--- src/rtl/vga_timing_pkg.sv ---
// Shared VGA timing defaults (640x480 @ 60 Hz) and count types used by the
// scan counters and the sync/decode stage.
package vga_timing_pkg;

   localparam int unsigned COUNT_W = 10;

   localparam int unsigned DEF_H_VISIBLE = 640;
   localparam int unsigned DEF_H_FP      = 16;
   localparam int unsigned DEF_H_SYNC    = 96;
   localparam int unsigned DEF_H_BP      = 48;
   localparam int unsigned DEF_V_VISIBLE = 480;
   localparam int unsigned DEF_V_FP      = 10;
   localparam int unsigned DEF_V_SYNC    = 2;
   localparam int unsigned DEF_V_BP      = 33;

   localparam int unsigned H_TOTAL = DEF_H_VISIBLE + DEF_H_FP + DEF_H_SYNC + DEF_H_BP;
   localparam int unsigned V_TOTAL = DEF_V_VISIBLE + DEF_V_FP + DEF_V_SYNC + DEF_V_BP;

   typedef logic [COUNT_W-1:0] count_t;

   // All-ones is never a legal count, so it marks "no previous sample".
   localparam count_t SENTINEL = '1;

   typedef struct packed {
      logic h_vis;
      logic v_vis;
      logic h_sync;
      logic v_sync;
   } region_t;

   function automatic int unsigned cmp_width(input int unsigned h_total,
                                             input int unsigned v_total);
      return (h_total >= 1024 || v_total >= 1024) ? 11 : 10;
   endfunction

endpackage

--- src/rtl/vga_edge_strobe.sv ---
// Zero-detect pulse generator: fires once when value_i enters zero, however
// long it then holds there.
module vga_edge_strobe #(
   parameter int unsigned    W         = 10,
   parameter logic [W-1:0]   RESET_VAL = '1
) (
   input  logic         clk_i,
   input  logic         rst_i,
   input  logic [W-1:0] value_i,
   output logic         edge_o,
   output logic         pulse_o
);

   logic [W-1:0] prev_q;
   logic         pulse_q;

   assign edge_o  = (value_i == '0) && (prev_q != '0);
   assign pulse_o = pulse_q;

   always_ff @(posedge clk_i) begin
      if (rst_i) begin
         prev_q  <= RESET_VAL;
         pulse_q <= 1'b0;
      end else begin
         prev_q  <= value_i;
         pulse_q <= edge_o;
      end
   end

endmodule

--- src/rtl/vga_sync_gen.sv ---
// Registered VGA decode stage: syncs, visible window, pixel coordinates,
// line/frame strobes and a wrapping frame counter, one clock behind the counts.
module vga_sync_gen
   import vga_timing_pkg::*;
#(
   parameter int unsigned H_VISIBLE = DEF_H_VISIBLE,
   parameter int unsigned H_FP      = DEF_H_FP,
   parameter int unsigned H_SYNC    = DEF_H_SYNC,
   parameter int unsigned H_BP      = DEF_H_BP,
   parameter int unsigned V_VISIBLE = DEF_V_VISIBLE,
   parameter int unsigned V_FP      = DEF_V_FP,
   parameter int unsigned V_SYNC    = DEF_V_SYNC,
   parameter int unsigned V_BP      = DEF_V_BP,
   parameter int unsigned SYNC_POL  = 0,
   parameter int unsigned FRAME_W   = 8
) (
   input  logic               clk,
   input  logic               rst,
   input  logic [9:0]         h_count,
   input  logic [9:0]         v_count,
   output logic               hsync,
   output logic               vsync,
   output logic               video_on,
   output logic [9:0]         pixel_x,
   output logic [9:0]         pixel_y,
   output logic               line_start,
   output logic               frame_start,
   output logic [FRAME_W-1:0] frame_count
);

   localparam int unsigned H_TOT = H_VISIBLE + H_FP + H_SYNC + H_BP;
   localparam int unsigned V_TOT = V_VISIBLE + V_FP + V_SYNC + V_BP;
   localparam int unsigned CMP_W = cmp_width(H_TOT, V_TOT);

   localparam logic [CMP_W-1:0] H_VIS_L = CMP_W'(H_VISIBLE);
   localparam logic [CMP_W-1:0] H_SS_L  = CMP_W'(H_VISIBLE + H_FP);
   localparam logic [CMP_W-1:0] H_SE_L  = CMP_W'(H_VISIBLE + H_FP + H_SYNC);
   localparam logic [CMP_W-1:0] H_TOT_L = CMP_W'(H_TOT);
   localparam logic [CMP_W-1:0] V_VIS_L = CMP_W'(V_VISIBLE);
   localparam logic [CMP_W-1:0] V_SS_L  = CMP_W'(V_VISIBLE + V_FP);
   localparam logic [CMP_W-1:0] V_SE_L  = CMP_W'(V_VISIBLE + V_FP + V_SYNC);
   localparam logic [CMP_W-1:0] V_TOT_L = CMP_W'(V_TOT);

   localparam logic SYNC_ACT = (SYNC_POL != 0);

   logic [CMP_W-1:0]   h_ext, v_ext;
   logic               h_in, v_in;
   region_t            region;

   logic               hsync_q, hsync_d;
   logic               vsync_q, vsync_d;
   logic               video_on_q, video_on_d;
   logic [9:0]         pixel_x_q, pixel_x_d;
   logic [9:0]         pixel_y_q, pixel_y_d;
   logic [FRAME_W-1:0] frame_count_q, frame_count_d;

   logic               line_edge, frame_edge;

   assign h_ext = CMP_W'(h_count);
   assign v_ext = CMP_W'(v_count);

   // Out-of-range counts fall outside every window, so they decode as blanking.
   always_comb begin
      h_in          = h_ext < H_TOT_L;
      v_in          = v_ext < V_TOT_L;
      region        = '0;
      region.h_vis  = h_in && (h_ext < H_VIS_L);
      region.v_vis  = v_in && (v_ext < V_VIS_L);
      region.h_sync = h_in && (h_ext >= H_SS_L) && (h_ext < H_SE_L);
      region.v_sync = v_in && (v_ext >= V_SS_L) && (v_ext < V_SE_L);

      hsync_d       = region.h_sync ? SYNC_ACT : ~SYNC_ACT;
      vsync_d       = region.v_sync ? SYNC_ACT : ~SYNC_ACT;
      video_on_d    = region.h_vis && region.v_vis;
      pixel_x_d     = video_on_d ? h_count : '0;
      pixel_y_d     = video_on_d ? v_count : '0;
      frame_count_d = frame_edge ? frame_count_q + FRAME_W'(1) : frame_count_q;
   end

   always_ff @(posedge clk) begin
      if (rst) begin
         hsync_q       <= ~SYNC_ACT;
         vsync_q       <= ~SYNC_ACT;
         video_on_q    <= 1'b0;
         pixel_x_q     <= '0;
         pixel_y_q     <= '0;
         frame_count_q <= '0;
      end else begin
         hsync_q       <= hsync_d;
         vsync_q       <= vsync_d;
         video_on_q    <= video_on_d;
         pixel_x_q     <= pixel_x_d;
         pixel_y_q     <= pixel_y_d;
         frame_count_q <= frame_count_d;
      end
   end

   vga_edge_strobe #(
      .W         (10),
      .RESET_VAL (SENTINEL)
   ) u_line_strobe (
      .clk_i   (clk),
      .rst_i   (rst),
      .value_i (h_count),
      .edge_o  (line_edge),
      .pulse_o (line_start)
   );

   // Watching {v,h} as one word gives "entered (0,0) unless already there".
   vga_edge_strobe #(
      .W         (20),
      .RESET_VAL ({SENTINEL, SENTINEL})
   ) u_frame_strobe (
      .clk_i   (clk),
      .rst_i   (rst),
      .value_i ({v_count, h_count}),
      .edge_o  (frame_edge),
      .pulse_o (frame_start)
   );

   assign hsync       = hsync_q;
   assign vsync       = vsync_q;
   assign video_on    = video_on_q;
   assign pixel_x     = pixel_x_q;
   assign pixel_y     = pixel_y_q;
   assign frame_count = frame_count_q;

endmodule

--- config.mk ---
export PLATFORM = sky130hd
export DESIGN_NAME = vga_sync_gen
export DESIGN_NICKNAME = d
export VERILOG_FILES = /design/src/rtl/vga_timing_pkg.sv /design/src/rtl/vga_edge_strobe.sv /design/src/rtl/vga_sync_gen.sv
export SDC_FILE = /design/constraint.sdc
export NUM_CORES = 1
export LEC_CHECK = 0
export ABC_AREA = 1
export BUFFER_PORTS_ARGS = -buffer_cell sky130_fd_sc_hd__clkbuf_2
export CORE_ASPECT_RATIO = 0.9
export CORE_MARGIN = 4
export CORE_UTILIZATION = 54
export CTS_BUF_LIST = sky130_fd_sc_hd__clkbuf_8 sky130_fd_sc_hd__clkbuf_16
export CTS_CLUSTER_SIZE = 20
export DETAILED_ROUTE_END_ITERATION = 10
export PLACE_DENSITY = 0.91
export SLEW_MARGIN = 5
export SYNTH_ARGS = -nofsm -noshare
export SYNTH_HDL_FRONTEND = slang
export SYNTH_SLANG_ARGS = --single-unit
--- constraint.sdc ---
create_clock -name clk -period 2.22 [get_ports clk]
set_input_delay 0.111 -clock clk [delete_from_list [all_inputs] [get_ports clk]]
set_output_delay 0.111 -clock clk [all_outputs]
set_load 0.01 [all_outputs]
==> run summary, run 1 <==
PostCTS Resize Cnt - 0
Setup Skew - 0.00386 ns
H-Tree Level Count - 2
Antenna diode count - 0
Crit. End Element - flip-flop
Rows - 19
Drt initial violations - 127
Layout cells sized above 1 - 31.0%
Final Hold Slack - 0.0156 ns
Register area - 1060 µm²
Hold crit path type - input pin to flip-flop
Setup CP Type - flip-flop to flip-flop
Grt ovf - 0
Post-CTS Setup Inserts - 0
Clock root cell - clkbuf_8
Leading area contributor after synthesis - dfxtp_1
P per Cell Area - 773 nW/µm²
Placed Instances - 308
Setup TNS - 0 ns
Synth area leaders - dfxtp_1 (57%), nand2_1 (9.1%), nor2_1 (6.9%)
Static leakage - 1.10 nW
Synth Warn # - 0
Initial antenna violation count - 0
Max Transition Viols Final - 0
Peak VDD IR - 614 µV
CTS tree - yes
Worst setup SP type - flip-flop
Multi-input gate area - 669 µm²
Post-synthesis cell area - 1850 µm²
DRC errors left - 0
DP HPWL - 2.74 mm
Sequential element share of the synthesized area - 57.4%
Final antenna-violating net count - 0
F_max - 761 MHz
CTS clk-pin slew, worst paths - 0.09 ns
Pre-Repair DR Iteration Count - 4
Via count - 1,494
Final min period - 1.31 ns
Layout fillers - 230
Syn Inst Count - 215
Core Region - 3160 µm²
Pwr Total - 0.00175 W
WL final - 3.67 mm
Max-Cap Viols - 0
Routability cong. - 0.749
Syn Nets - 238
Initial core utilization - 58.5%
Status - finished clean
Clock Path Buffers - 2
Clock latency at the later pin of the worst-skew pair - 0.30 ns
Final setup violation count - 0
Period utilisation layout - 59.2%
Wire length per cell - 11.6 µm
Crit Path Max Fanout - 5
PortBufs - 54
Crit path DAT - 1.55 ns
CTS Buf Count - 5
Vias in the first global route - 1,387
Sink Count - 53
Worst path required time - 2.45 ns
DR vias/cell - 4.73
#FFs+latches synth - 53
Syn-to-layout area delta - 22.7%
Gr usage total - 17.3%
Nets@finish - 296
Post-synth top area share - 57.4%
IO Pins - 55
Syn Area/Cell - 8.60 µm²
Largest net degree at the start of global routing - 20
Post-Layout Cell Count - 316
Hold Buf Count CTS - 0
Netlist cell types - 25
Die X-Extent - 69.7 µm
Die Footprint - 4430 µm²
Final hold vios - 0
Global-route wire length before repair - 6.02 mm
RSZ-0062 raised after global routing - false
Die height - 63.5 µm
## sequential cells by signal, indices dropped and copies added, names as in the netlist, 8 cells and up
register               count
u_frame_strobe.prev_q     11
pixel_x                   10
pixel_y                   10
u_line_strobe.prev_q       9
frame_count                8
## power by group
part | total [W] | switching [W] | internal [W]
Sequential | 0.000991 | 0.00000844 | 0.000982
Clock | 0.000653 | 0.000290 | 0.000363
Combinational | 0.000110 | 0.0000713 | 0.0000390
Total | 0.00175 | 0.000370 | 0.00138
## final timing paths
| check | slack (ns) | cells past startpoint | startpoint | end |
|---|---|---|---|---|
| setup / recovery | 0.91 | 7 | frame_count[0] | frame_count[6] |
| setup reg to reg | 0.91 | 7 | frame_count[0] | frame_count[6] |
| hold reg to reg | 0.51 | 2 | frame_count[7] | frame_count[7] |
| hold / removal | 0.02 | 3 | v_count[0] | u_frame_strobe.prev_q[10] |
## per-layer routing
layer | wire length, µm | track usage [%] | vias to the layer above
met5 | 0 | 0 | -
met4 | 31 | 5.02 | 0
met3 | 274 | 7.15 | 4
met2 | 1850 | 30.1 | 44
met1 | 1510 | 19.4 | 673
li1 | - | - | 773
## synth_stat cells
cell type and instances:
clkinv_1 1, nor4_4 1, nand2_2 1, nor2_8 1, inv_2 4, o211ai_1 1
nor2_2 14, nand4_4 1, nand2_1 45, inv_4 1, conb_1 1, clkbuf_1 2
nor4_1 2, ha_1 1, dfxtp_1 53, o21ai_0 2, a21oi_1 9, nand2_4 1
xor2_1 3, nor2_1 34, nor3_1 1, nand3b_1 3, inv_1 20, buf_6 1
nand3_1 12
## cell families after synthesis
group | count (synthesis) | synth area share [%]
xor+xnor | 3 | 1.42
fa+ha+maj | 1 | 0.676
buf+inv | 29 | 6.43
other cells | 1 | 0.203
simple gates | 116 | 30.5
compound gates | 12 | 3.38
flops | 53 | 57.4
## layout make-up
class,count,area share (%)
Sequential cell,53,46.7
Multi-Input combinational cell,133,29.5
Timing Repair Buffer,54,11.9
Inverter,26,4.41
Clock buffer,6,3.64
Tap cell,42,2.32
Clock inverter,2,1.49
## per-stage QoR
step                      worst slack [ns]  utilization [%]  instance area [µm²]
after floorplan                       1.01                -                 1850
after global placement                1.03             68.1                 2150
after detailed placement             0.931             68.1                 2150
after CTS                            0.910             71.8                 2270
after global routing                 0.699             71.8                 2270
final                                0.906             71.8                 2270
## worst max-delay path: stages, from the launching register on
cell	delay (ns)
dfxtp_1	0.42
ha_1	0.21
nand2_1	0.09
nor2_1	0.15
nand3b_1	0.08
nand2_1	0.07
nand3_1	0.07
a21oi_1	0.16
## layout by cell type (no fill, tap or decap)
master and count:
a21oi_1 9, bufinv_16 1, clkbuf_2 54, clkbuf_8 6, clkinv_1 1, conb_1 1
dfxtp_1 53, ha_1 1, inv_1 21, inv_2 4, inv_4 1, nand2_1 45
nand2_2 1, nand2_4 1, nand3_1 12, nand3b_1 3, nand4_4 1, nor2_1 34
nor2_2 14, nor2_8 1, nor3_1 1, nor4_1 2, nor4_4 1, o211ai_1 1
o21ai_0 2, xor2_1 3
Power figures use the tool's default switching activity.
==> run 2, diff against run 1 <==
--- a/config.mk
+++ b/config.mk
@@ -5,15 +5,15 @@
 export SDC_FILE = /design/constraint.sdc
 export NUM_CORES = 1
 export LEC_CHECK = 0
-export ABC_AREA = 1
+export ABC_AREA = 0
 export BUFFER_PORTS_ARGS = -buffer_cell sky130_fd_sc_hd__clkbuf_2
 export CORE_ASPECT_RATIO = 0.9
 export CORE_MARGIN = 4
-export CORE_UTILIZATION = 54
+export CORE_UTILIZATION = 44
 export CTS_BUF_LIST = sky130_fd_sc_hd__clkbuf_8 sky130_fd_sc_hd__clkbuf_16
 export CTS_CLUSTER_SIZE = 20
 export DETAILED_ROUTE_END_ITERATION = 10
-export PLACE_DENSITY = 0.91
+export PLACE_DENSITY = 0.82
 export SLEW_MARGIN = 5
 export SYNTH_ARGS = -nofsm -noshare
 export SYNTH_HDL_FRONTEND = slang
==> constraint.sdc (replaced) <==
create_clock -name clk -period 1.2 [get_ports clk]
set_input_delay 0.06 -clock clk [delete_from_list [all_inputs] [get_ports clk]]
set_output_delay 0.06 -clock clk [all_outputs]
set_load 0.01 [all_outputs]
==> run summary, run 2 <==
Synth Warn # - 0 (unchanged)
Violations in the final reports - negative setup slack
Final antenna-violating net count - 0 (unchanged)
Initial core utilization - 45.6% (-13 points)
Worst setup path end - frame_count[4]
Critical Path Start - u_line_strobe.prev_q[2]
RSZ-0062 raised after global routing - true
Syn Inst Count - 159 (-26%)
Worst r2r path cells - 6 (-1)
Hold crit path type - input pin to flip-flop
WL final - 3.88 mm (+5.7%)
R2r startpoint - u_line_strobe.prev_q[2]
Sink Count - 53 (unchanged)
Layout cells sized above 1 - 45.4% (+14 points)
H-Tree Level Count - 2 (unchanged)
Grt ovf - 0 (unchanged)
Syn-to-layout area delta - 40.3%
Hold Buf Count CTS - 0 (unchanged)
Pwr Total - 0.00302 W (+72%)
Static leakage - 1.07 nW (-2.6%)
Sequential element share of the synthesized area - 62.8% (+5.4 points)
DRC errors left - 0 (unchanged)
Clock Path Buffers - 2 (unchanged)
Setup Skew - 0.00771 ns (+0.00386 ns)
Synth area leaders - dfxtp_1 (63%), and2_1 (7.0%), or2_1 (3.7%)
Via count - 1,404 (-6.0%)
Post-synth top area share - 62.8% (+5.4 points)
Final min period - 1.84 ns (+0.522 ns)
Vias in the first global route - 1,412 (+1.8%)
Setup TNS - -5.51 ns (-5.51 ns)
Final hold vios - 0 (unchanged)
DR vias/cell - 4.73 (about the same)
Rows - 21 (+2)
Status - finished, violations left
Setup CP Type - flip-flop to flip-flop
Routability cong. - 0.784 (+4.7%)
Commonest cells after routing, fill and taps aside - clkbuf_2 (54), dfxtp_1 (51), buf_4 (35)
Die Footprint - 4900 µm² (+11%)
Post-synth EDFFs - 0 (unchanged)
Die X-Extent - 73.3 µm (+5.2%)
Crit path DAT - 2.02 ns (+0.47 ns)
Placed Instances - 286 (-7.1%)
IO Pins - 55 (unchanged)
CTS tree - yes
Netlist cell types - 26 (+4.0%)
CTS clk-pin slew, worst paths - 0.09 ns (about the same)
Drt initial violations - 58 (-54%)
Crit. End Element - flip-flop
Commonest non-fill, non-tap cell in the layout - clkbuf_2
CTS Buf Count - 5 (unchanged)
Global-route wire length before repair - 6.14 mm (+2.0%)
Crit Path Max Fanout - 5 (unchanged)
Initial antenna violation count - 0 (unchanged)
Clock latency at the later pin of the worst-skew pair - 0.30 ns (about the same)
P per Cell Area - 1270 nW/µm² (+64%)
Pre-Repair DR Iteration Count - 4 (unchanged)
Reg-to-Reg End - frame_count[4]
DP HPWL - 2.78 mm (+1.6%)
Synth Flop Type - dfxtp_1
Commonest cells in the netlist - dfxtp_1 (53), and2_1 (19), or2_1 (10), or2_2 (10)
Asr flop ratio synth - 0% (unchanged)
Largest reg by FF count - u_frame_strobe.prev_q
Final Hold Slack - 0.0187 ns (+0.00302 ns)
Reg2Reg Setup Slack - -0.64 ns (-1.54 ns)
Post-synthesis cell area - 1690 µm² (-8.6%)
F_max - 545 MHz (-28%)
Nets@finish - 273 (-7.8%)
Largest net degree at the start of global routing - 28 (+40%)
Antenna diode count - 0 (unchanged)
Period utilisation layout - 153% (+94 points)
Clock root cell - clkbuf_8
PortBufs - 54 (unchanged)
Worst path required time - 1.39 ns (-1.06 ns)
Core Region - 3700 µm² (+17%)
Syn Area/Cell - 10.6 µm² (+24%)
Max-Cap Viols - 0 (unchanged)
Fin util - 64.0% (-7.8 points)
Worst setup SP type - flip-flop
#FFs+latches synth - 53 (unchanged)
Worst Slack Setup Final - -0.636 ns (-1.54 ns)
Max FFs per register - 11 (unchanged)
Peak VDD IR - 1020 µV (+66%)
Wire length per cell - 13.1 µm (+12%)
Max Transition Viols Final - 0 (unchanged)
Most common cell in the netlist - dfxtp_1
Post-Layout Cell Count - 297 (-6.0%)
Gr usage total - 16.6% (-0.64 points)
Leading area contributor after synthesis - dfxtp_1
Die height - 66.8 µm (+5.2%)
Syn Nets - 182 (-24%)
Final setup violation count - 10 (+10)
## run 2: cell count changes after synthesis, sizes merged, moves of 6 or more
cell   previous run  this run
or4               0         6
or2               0        20
nand2            47         7
and2              0        19
inv              25         2
nor2             49         7
nand3            12         5
## run 2: metal layers
| metal | vias up | GRT usage [%] | part of all wire (%) |
|---|---|---|---|
| met5 | - | 0 | 0 |
| met4 | 0 | 4.52 | 0.31 |
| met3 | 2 | 6.64 | 7.2 |
| met2 | 44 | 27.9 | 48 |
| met1 | 642 | 19.7 | 45 |
| li1 | 716 | - | - |
## run 2: final cells by class
type	instances	area, µm²
flip-flops and latches	53	1060
multi-input cells	98	612
well taps	46	57.6
repair buffers	90	544
clock buffers	5	68.8
clock inverters	3	18.8
fillers	317	1330
inverters	2	7.51
## run 2: how the worst min path moves through the flow
stage | start | to | slack (ns) | depth (start not counted)
after floorplan | v_count[3] | vsync | 0.13 | 1
after global placement | v_count[9] | u_frame_strobe.prev_q[19] | 0.32 | 2
after detailed placement | v_count[9] | u_frame_strobe.prev_q[19] | 0.32 | 2
after CTS | v_count[9] | u_frame_strobe.prev_q[19] | 0.01 | 2
after global routing | v_count[9] | u_frame_strobe.prev_q[19] | 0.03 | 2
final | v_count[9] | u_frame_strobe.prev_q[19] | 0.02 | 2
## run 2: through the flow
step                      setup slack [ns]  area [µm²]
after floorplan                     -0.561        1690
after global placement              -0.630        2240
after detailed placement            -0.690        2240
after CTS                           -0.606        2370
after global routing                -0.725        2370
final                               -0.636        2370
## run 2: cells by family after synthesis
kind of cell,count (synthesis),share of synthesized area (%)
other cells,1,0.222
compound gates,15,5.26
simple gates,79,27.9
buf+inv,8,2.00
fa+ha+maj,1,0.740
xor+xnor,1,0.518
mux,1,0.592
flops,53,62.8
## run 2: report_power, final
part	switching, W	total [W]	internal, W
logic	0.000106	0.000227	0.000120
clock network	0.000549	0.000951	0.000403
registers	0.0000186	0.00184	0.00182
## run 2: repair_timing
item / in CTS / in global routing
gates resized for setup: 3 / 3
pin swaps: 5 / 5
buffers inserted: 3 / 0
endpoints found under the setup margin: 10 / 10
## run 2: critical path, stage by stage, from the launching register on
cell and delay (ns):
dfxtp_1 0.32, or4_4 0.54, nor4_4 0.25, a311o_2 0.30, buf_4 0.16, or4_1 0.10, a21oi_1 0.05
==> run 3, diff against run 2 <==
==> constraint.sdc (replaced) <==
create_clock -name clk -period 1.2 [get_ports clk]
set_input_delay 0.12 -clock clk [delete_from_list [all_inputs] [get_ports clk]]
set_output_delay 0.12 -clock clk [all_outputs]
set_load 0.01 [all_outputs]
==> run summary, run 3 (synthesis results as in run 2) <==
WL final - 3.90 mm (+0.62%)
Comb power frac - 7.3% (-0.2 points)
Core Region - 3700 µm² (unchanged)
Clock latency at the later pin of the worst-skew pair - 0.31 ns (about the same)
Vias in the first global route - 1,396 (-1.1%)
Wire length per cell - 13.3 µm (+1.6%)
DR vias/cell - 4.74 (+0.23%)
Sw frac - 23.2% (+0.85 points)
Violations in the final reports - negative setup slack
Via count - 1,393 (-0.78%)
Final hold vios - 0 (unchanged)
H-Tree Level Count - 2 (unchanged)
DRC errors left - 0 (unchanged)
Worst Slack Setup Final - -0.624 ns (+0.0120 ns)
Commonest non-fill, non-tap cell in the layout - clkbuf_2
Place WS - -0.762 ns (-0.0722 ns)
Global-route wire length before repair - 6.34 mm (+3.3%)
Max Transition Viols Final - 0 (unchanged)
Worst-path cell chain - or4_4 -> nor4_4 -> buf_4 -> a311o_2 -> o31ai_1 -> a21oi_1
Rows - 21 (unchanged)
Crit. End Element - flip-flop
Routability cong. - 0.800 (+1.9%)
Relative slew slack - 63.8%
Internal power - 0.00235 W (+0.40%)
Setup CP Type - flip-flop to flip-flop
Static leakage - 1.06 nW (-1.2%)
Die X-Extent - 73.3 µm (unchanged)
Max FFs per register - 11 (unchanged)
Pwr Total - 0.00306 W (+1.5%)
Max-Cap Viols - 0 (unchanged)
Register share of total power - 60.0% (-0.9 points)
CP top delay family - simple AND/OR/NAND/NOR gates
Setup Skew - 0.00401 ns (-0.00371 ns)
Worst path required time - 1.44 ns (+0.05 ns)
CTS Buf Count - 5 (unchanged)
Initial antenna violation count - 0 (unchanged)
P per Cell Area - 1290 nW/µm² (+1.8%)
Initial core utilization - 45.6% (unchanged)
Crit path DAT - 2.07 ns (+0.05 ns)
Grt ovf - 0 (unchanged)
Clock root cell - clkbuf_8
Syn-to-layout area delta - 39.9%
Slew @ Worst Pin - 0.538 ns
CTS clk-pin slew, worst paths - 0.10 ns (about the same)
Gr usage total - 17.5% (+0.83 points)
Hold crit path type - input pin to flip-flop
Switching pwr - 0.000710 W (+5.4%)
Worst setup SP type - flip-flop
CP peak stage delay - 0.54 ns (about the same)
Final min period - 1.82 ns (-0.0120 ns)
PortBufs - 54 (unchanged)
Die Footprint - 4900 µm² (unchanged)
Die height - 66.8 µm (unchanged)
IO Pins - 55 (unchanged)
Commonest cells after routing, fill and taps aside - clkbuf_2 (54), dfxtp_1 (53), buf_4 (32)
Largest net degree at the start of global routing - 28 (unchanged)
Crit-path slowest cell - or4_4
Clock Power Share - 32.7% (+1.2 points)
Final antenna-violating net count - 0 (unchanged)
CTS tree - yes
Clock Path Buffers - 2 (unchanged)
Layout cells sized above 1 - 45.6% (+0.15 points)
RSZ-0062 raised after global routing - true
Pre-Repair DR Iteration Count - 4 (unchanged)
Sink Count - 53 (unchanged)
Peak VDD IR - 875 µV (-14%)
Final setup violation count - 10 (unchanged)
DP HPWL - 2.70 mm (-3.0%)
F_max - 548 MHz (+0.66%)
Nets@finish - 270 (-1.1%)
Reg2Reg Setup Slack - -0.62 ns (about the same)
Crit Path Max Fanout - 7 (+2)
Drt initial violations - 45 (-22%)
CP bufs+invs - 1 (unchanged)
Status - finished, violations left
Period utilisation layout - 152% (-1.0 points)
Largest reg by FF count - u_frame_strobe.prev_q
Antenna diode count - 0 (unchanged)
==> run 3: cell types whose count changed in the layout (fill, tap and decap cells not counted), sizes merged <==
cell / before / now
a311o: 1 / 2
clkinv: 0 / 1
buf: 36 / 32
clkinvlp: 2 / 1
==> run 3: worst reg2reg max path: cells and delay by family (launching register included) <==
kind | cells | cell delay (ns)
AND/OR/NAND/NOR | 2 | 0.79
AO/OA/AOI/OAI | 3 | 0.50
buffers and inverters | 1 | 0.17
flip-flops | 1 | 0.31
==> run 3: stage by stage <==
stage	util, %	setup TNS [ns]	instances	area (µm²)	hold slack [ns]
4_1_cts	63.0	-5.63	292	2330	0.0603
5_1_grt	63.8	-6.28	294	2360	0.0525
3_3_place_gp	59.8	-5.74	283	2220	0.369
6_report	63.8	-5.44	294	2360	0.0653
3_5_place_dp	59.8	-6.18	283	2220	0.379
2_1_floorplan	-	-4.33	159	1690	0.192
==> run 3: power by group through the flow <==
| stage | Clock, W | Combinational [W] | Sequential, W |
|---|---|---|---|
| 6_report | 0.00100 | 0.000224 | 0.00184 |
| 5_1_grt | 0.00111 | 0.000249 | 0.00184 |
| 4_1_cts | 0.00102 | 0.000226 | 0.00184 |
| 3_5_place_dp | 0 | 0.000222 | 0.00188 |
| 3_3_place_gp | 0 | 0.000218 | 0.00187 |
| 2_1_floorplan | 0 | 0.0000655 | 0.00189 |
==> run 3: worst paths after layout <==
kind / from / end / cells past startpoint
worst max-delay path: u_line_strobe.prev_q[1] / frame_count[7] / 6
worst min-delay path: h_count[0] / u_line_strobe.prev_q[0] / 2
worst max register to register: u_line_strobe.prev_q[1] / frame_count[7] / 6
worst min register to register: frame_count[7] / frame_count[7] / 2
==> run 3: timing repair <==
action,CTS,global route
gates resized for setup,3,5
hold buffers,0,0
setup endpoints to repair,10,10
pin swaps,7,6
setup buffers,0,2
cloned,1,0
==> run 3: final cells by class <==
cell class / instances / area (µm²)
flip-flops and latches: 53 / 1060
clock inverters: 3 / 21.3
repair buffers: 86 / 510
clock buffers: 5 / 68.8
well taps: 46 / 57.6
multi-input cells: 99 / 638
fillers: 299 / 1340
inverters: 2 / 7.51
==> run 3: routing by layer <==
metal	global-route usage, %	wire length [µm]	vias to the layer above	part of all wire, %
met5	0	0	-	0
met4	7.69	90	0	2.3
met2	29.1	1820	50	47
met1	20.5	1690	613	43
li1	-	-	718	-
met3	5.43	308	12	7.9
